==> config.mk <==
export PLATFORM = sky130hd
export DESIGN_NAME = weight_load_ctrl
export DESIGN_NICKNAME = d
export VERILOG_FILES = /design/src/rtl/weight_load_ctrl.sv
export SDC_FILE = /design/constraint.sdc
export NUM_CORES = 1
export LEC_CHECK = 0
export CAP_MARGIN = 40
export CORE_AREA = 2 2 51 53
export CTS_CLUSTER_SIZE = 20
export DETAILED_ROUTE_END_ITERATION = 10
export DIE_AREA = 0 0 53 55
export DONT_BUFFER_PORTS = 1
export GPL_TIMING_DRIVEN = 0
export PLACE_DENSITY_LB_ADDON = 0.1
export SLEW_MARGIN = 25
export SYNTH_ARGS = -nofsm -noshare
export SYNTH_HDL_FRONTEND = slang
export SYNTH_SLANG_ARGS = --single-unit
==> constraint.sdc <==
create_clock -name clk -period 1.63 [get_ports clk]
set_input_delay 0.326 -clock clk [delete_from_list [all_inputs] [get_ports clk]]
set_output_delay 0.326 -clock clk [all_outputs]
set_load 0.01 [all_outputs]
==> src/rtl/weight_load_ctrl.sv <==
// Sequencer that fills a weight FIFO from weight memory, holds it, then drains
// it into the array by shifting zeros in behind the weights.
module weight_load_ctrl #(
    parameter int FIFO_STAGES = 4,
    parameter int ADDR_WIDTH  = 8
) (
    input  logic                  clk,
    input  logic                  reset,
    input  logic                  start,
    input  logic [ADDR_WIDTH-1:0] base_addr,
    input  logic                  drain,
    output logic                  mem_rd_en,
    output logic [ADDR_WIDTH-1:0] mem_addr,
    output logic                  fifo_en,
    output logic                  fifo_zero_in,
    output logic                  busy,
    output logic                  loaded,
    output logic                  done,
    output logic [1:0]            fsm_state
);

    localparam int CNT_W = $clog2(FIFO_STAGES + 1);
    localparam logic [CNT_W-1:0] LAST = CNT_W'(FIFO_STAGES - 1);

    typedef enum logic [1:0] {
        IDLE  = 2'd0,
        FILL  = 2'd1,
        FULL  = 2'd2,
        DRAIN = 2'd3
    } state_t;

    // start and drain are single-cycle requests with no ready: start is taken
    // only in IDLE, drain only in FULL; any other request is dropped, not queued.
    state_t                state, state_n;
    logic [CNT_W-1:0]      cnt, cnt_n;
    logic [ADDR_WIDTH-1:0] addr_n;
    logic                  rd_n, fen_n, zero_n, loaded_n, done_n;

    always_comb begin
        state_n  = state;
        cnt_n    = cnt;
        addr_n   = mem_addr;
        rd_n     = 1'b0;
        fen_n    = 1'b0;
        zero_n   = 1'b0;
        loaded_n = 1'b0;
        done_n   = 1'b0;
        case (state)
            IDLE: begin
                if (start) begin
                    state_n = FILL;
                    cnt_n   = '0;
                    addr_n  = base_addr;
                    rd_n    = 1'b1;
                end
            end
            FILL: begin
                // Memory data lands one cycle after each read, so the FIFO
                // shift trails the read strobe by exactly one cycle.
                fen_n = mem_rd_en;
                if (mem_rd_en) begin
                    if (cnt != LAST) begin
                        rd_n   = 1'b1;
                        cnt_n  = cnt + 1'b1;
                        addr_n = mem_addr + 1'b1;
                    end
                end else begin
                    state_n  = FULL;
                    loaded_n = 1'b1;
                    cnt_n    = '0;
                end
            end
            FULL: begin
                if (drain) begin
                    state_n = DRAIN;
                    cnt_n   = '0;
                    fen_n   = 1'b1;
                    zero_n  = 1'b1;
                end else begin
                    loaded_n = 1'b1;
                end
            end
            DRAIN: begin
                if (cnt == LAST) begin
                    state_n = IDLE;
                    cnt_n   = '0;
                    done_n  = 1'b1;
                end else begin
                    cnt_n  = cnt + 1'b1;
                    fen_n  = 1'b1;
                    zero_n = 1'b1;
                end
            end
            default: state_n = IDLE;
        endcase
    end

    always_ff @(posedge clk or negedge reset) begin
        if (!reset) begin
            state        <= IDLE;
            cnt          <= '0;
            mem_rd_en    <= 1'b0;
            mem_addr     <= '0;
            fifo_en      <= 1'b0;
            fifo_zero_in <= 1'b0;
            busy         <= 1'b0;
            loaded       <= 1'b0;
            done         <= 1'b0;
        end else begin
            state        <= state_n;
            cnt          <= cnt_n;
            mem_rd_en    <= rd_n;
            mem_addr     <= addr_n;
            fifo_en      <= fen_n;
            fifo_zero_in <= zero_n;
            busy         <= (state_n != IDLE);
            loaded       <= loaded_n;
            done         <= done_n;
        end
    end

    assign fsm_state = state;

endmodule

==> results.txt <==
Setup violations remaining at the end of the flow were counted as 9. The sequential cell fraction of total power is 36.4%. Once detail routing completed, the nets flagged for antenna violations numbered 0.

The number of vias in the routed layout is 905. The leakage power summed over all cells came out at 0.6127 nW. The number of antenna diodes in the final layout is 0.

TritonCTS created 3 clock buffers. In the global route stage, overall resource usage came out at 19.11%. Hold is met by 0.1525 ns. The die is 55 um tall. The data arrival time of the worst path came out at 1.89 ns. Between clock sinks in the finished design, the worst skew comes to 0.003156 ns. The number of global-route vias before repair is 883. The tool flagged a number of max-cap violations equal to 0.

The internal power contribution came out at 1.563 mW. The area of the mapped netlist came out at 1140 um^2. The commonest non-fill, non-tap cell in the layout is sky130_fd_sc_hd__dfrtp_1. The total congestion overflow is 0.

In this run, the number of DRC markers left after iteration 0 of detailed routing was 8. The distinct cell type count of the synthesized netlist came out at 37. The sequential share of the synthesized area is 41.71%. The total count of hold-check failures in the final report came to 0.

Setup repair after global routing could not meet its margin everywhere. The startpoint of the lowest-slack register-to-register path is fsm_state[0]. After floorplanning, the core was divided into 18 placement rows. The deepest level of the CTS H-tree is 1. The net count of the finished layout came out at 151.

From left edge to right edge, the die measures 53 um. The worst register-to-register path ends at mem_addr[6]. The power per unit of standard cell area is 2002 nW/um^2. The final reports fail on setup timing. The final-report max-slew violation count is 0.

TritonCTS built the clock tree. The worst setup timing slack at the placement stage came out at -0.1812 ns. The worst path in the final design needs a cycle of 1.699 ns, including I/O delays and setup.

The average footprint of a synthesized cell is 9.826 um^2. The combinational share of power is 55.1%. The average vias per placed instance came out at 5.692. The routed wire length is 2.484 mm.

The cell count after synthesis came out at 116. The number of standard cells in the final layout excluding fillers is 159. The share of final-layout standard cells stronger than drive strength 1 is 31.78%. Summed over all nets, wire length on met2 after detailed routing comes to 1.268 mm. The growth of design area from synthesis to finish is 24.04%.

The cell type with the highest aggregate area in the netlist is sky130_fd_sc_hd__dfrtp_1. STA classifies the critical path startpoint as a flip-flop. The worst setup path is of the reg2reg kind. The type of the most critical hold path is in2reg. The switching component of the power came out at 1.268 mW. Routability-driven placement finished with a final weighted congestion of 0.7632.

The count of warnings emitted by yosys came out at 0. The endpoint class of the critical path is a flip-flop. The post-synth net total is 137. The number of I/O pins came out at 28. The post-synthesis async set-or-reset flop share is 100.0%. Derived from the worst setup path, the maximum achievable clock frequency is 0.5885 GHz. The number of iterations in the first detailed-routing pass came out at 4. The top-area cell type share of the netlist area is 41.71%. The end point of the most critical hold path is mem_addr[4].

The worst slew margin relative to its limit came out at 77.96%. The required time at the endpoint of the critical path is 1.82 ns. After detailed routing, the average wire length per cell comes to 15.62 um.

Once the floorplan was initialized, standard cells occupied 48.20% of the core. The peak ir drop on the vdd network came out at 1.323 mV. In the routed design, unresolved DRC markers number 0. The number of enable-type register cells in the synthesized netlist is 0.

The clock power share is 8.5%. The aggregate negative setup slack is -0.3020 ns. The top flip-flop cell by instance count after synthesis is sky130_fd_sc_hd__dfrtp_1. After synthesis, the cell types taking the most area are sky130_fd_sc_hd__dfrtp_1 42%, sky130_fd_sc_hd__ha_1 9.9%, sky130_fd_sc_hd__a21oi_1 3.5%. The flop and latch count out of synthesis came out at 19. The worst hold path passes through 2 cells. The run finished, with violations left. The detailed route wirelength on metal3 is 127 um. The maximum number of pins on one net before global-route repair came out at 20. The sum of net half-perimeters after detailed placement came out at 1.677 mm. The fraction of the cycle the final worst path needs is 104.3%. The deepest clock path buffer count came out at 2. The buffer cell driving the clock tree root is sky130_fd_sc_hd__clkbuf_4.

In the layout the commonest cells are 17 x sky130_fd_sc_hd__dfrtp_1, 7 x sky130_fd_sc_hd__nand2_1, 7 x sky130_fd_sc_hd__a21oi_1. With fillers left out, the area of the finished cells amounts to 1414 um^2. The core region is 2365 um^2.

After detailed routing, no signal wire sits above met4. The clock transition time at the flip-flop clock pins of the worst setup and hold paths came out at 0.11 ns. The met1 layer wirelength in the final routing came out at 1.053 mm.

The worst setup slack after layout is -0.06937 ns. The slew of the pin with the lowest slew margin is 0.3306 ns. The first global-routing pass estimated 3.974 mm of wire.

The number of antenna violations at the first check in global routing is 0. The layout has 212 filler cells. Including well taps, the total number of placed cells is 146. The number of cell instances on the worst register-to-register path is 6. The switching share of power is 44.79%. The number of clock sinks seen by CTS is 19. The maximum fanout encountered on the critical timing path is 7. The floorplan step defined a die boundary enclosing 2915 um^2. The clock latency on the worst-skew pair came out at 0.29 ns. In this run the most critical hold path is launched from base_addr[4].

The area of placed instances is 1197 um^2. Input and output buffers added on the ports amount to 0. The slack of the worst reg-to-reg path is -0.07 ns.
==> logic make-up after synthesis <==
family / Yosys count / synth area share (%)
AO/OA/AOI/OAI: 28 / 16.80
adder cells (fa/ha/maj): 9 / 9.879
buffers and inverters: 11 / 4.390
flip-flops: 19 / 41.71
multiplexers: 5 / 4.501
AND/OR/NAND/NOR: 44 / 22.72
==> metal layers <==
layer	track usage, %	up-vias
li1	-	438
met1	22.24	443
met2	33.33	20
met3	4.570	4
met4	8.974	0
met5	0	-
==> worst max-delay path by stage <==
stage / from / endpoint / slack, ns / cells after the start
6_report: fsm_state[0] / mem_addr[6] / -0.07 / 6
2_1_floorplan: fsm_state[1] / mem_addr[3] / 0.009 / 8
5_1_grt: cnt[1] / mem_addr[4] / -0.15 / 7
3_5_place_dp: fsm_state[1] / mem_addr[4] / -0.18 / 8
4_1_cts: fsm_state[0] / mem_addr[7] / -0.06 / 6
3_3_place_gp: fsm_state[1] / mem_addr[3] / -0.17 / 8
==> sequential cells by signal (all words and copies together) (netlist names) <==
name	cells
loaded	1
fsm_state	2
mem_rd_en	1
mem_addr	8
cnt	3
fifo_en	1
fifo_zero_in	1
done	1
busy	1
==> power groups by stage <==
| stage | Combinational [mW] | Sequential (mW) | Clock, mW |
|---|---|---|---|
| floorplan | 0.928 | 0.943 | 0 |
| global placement | 1.09 | 1.01 | 0 |
| detailed placement | 1.11 | 1.01 | 0 |
| CTS | 1.44 | 1.01 | 0.250 |
| global route | 1.74 | 1.07 | 0.277 |
| finish | 1.56 | 1.03 | 0.241 |
==> cell usage after synthesis, types with 2 or more instances <==
cell type                  number
sky130_fd_sc_hd__ha_1           9
sky130_fd_sc_hd__inv_1          8
sky130_fd_sc_hd__buf_4          2
sky130_fd_sc_hd__nand3_1        4
sky130_fd_sc_hd__nand2_1        7
sky130_fd_sc_hd__nor2_1         8
sky130_fd_sc_hd__mux2i_1        4
sky130_fd_sc_hd__nor3b_1        3
sky130_fd_sc_hd__nor2b_1        3
sky130_fd_sc_hd__a21oi_1        8
sky130_fd_sc_hd__dfrtp_1       19
sky130_fd_sc_hd__and2_1         2
sky130_fd_sc_hd__nor3_2         3
sky130_fd_sc_hd__o22ai_1        3
sky130_fd_sc_hd__o21ai_0        4
sky130_fd_sc_hd__a32oi_1        2
sky130_fd_sc_hd__nand2b_1       5
sky130_fd_sc_hd__o21bai_1       2
sky130_fd_sc_hd__and3_1         2
==> cell type report <==
type                       count  area (um^2)  share of cell area, %
buffer                         3        27.53                  1.947
inverter                       8        35.03                  2.478
timing repair buffer           9        85.08                  6.018
multi-input combinational     86        724.4                  51.24
sequential                    19        478.0                  33.81
tap                           30        37.54                  2.655
clock buffer                   4        26.28                  1.858
==> metrics by stage <==
stage	total power, mW	utilization (%)
global placement	2.095	50.63
CTS	2.697	57.35
global route	3.086	59.79
detailed placement	2.119	50.63
floorplan	1.871	-
finish	2.831	59.79
==> critical path, cell delays in order, from the launching register on <==
cell and delay (ns):
sky130_fd_sc_hd__dfrtp_2 0.51, sky130_fd_sc_hd__inv_4 0.07, sky130_fd_sc_hd__ha_4 0.17, sky130_fd_sc_hd__nor2b_4 0.14, sky130_fd_sc_hd__or4_4 0.50, sky130_fd_sc_hd__o22ai_1 0.14, sky130_fd_sc_hd__nor2_1 0.06
==> repair_timing <==
item,4_1_cts,5_1_grt
gates cloned,1,0
setup endpoints to repair,12,12
buffers inserted,6,0
hold buffers,1,0
hold endpoints to repair,19,0
gates resized for setup,17,11
pin swaps,4,1
No activity file was read; power rests on OpenSTA's default activity.
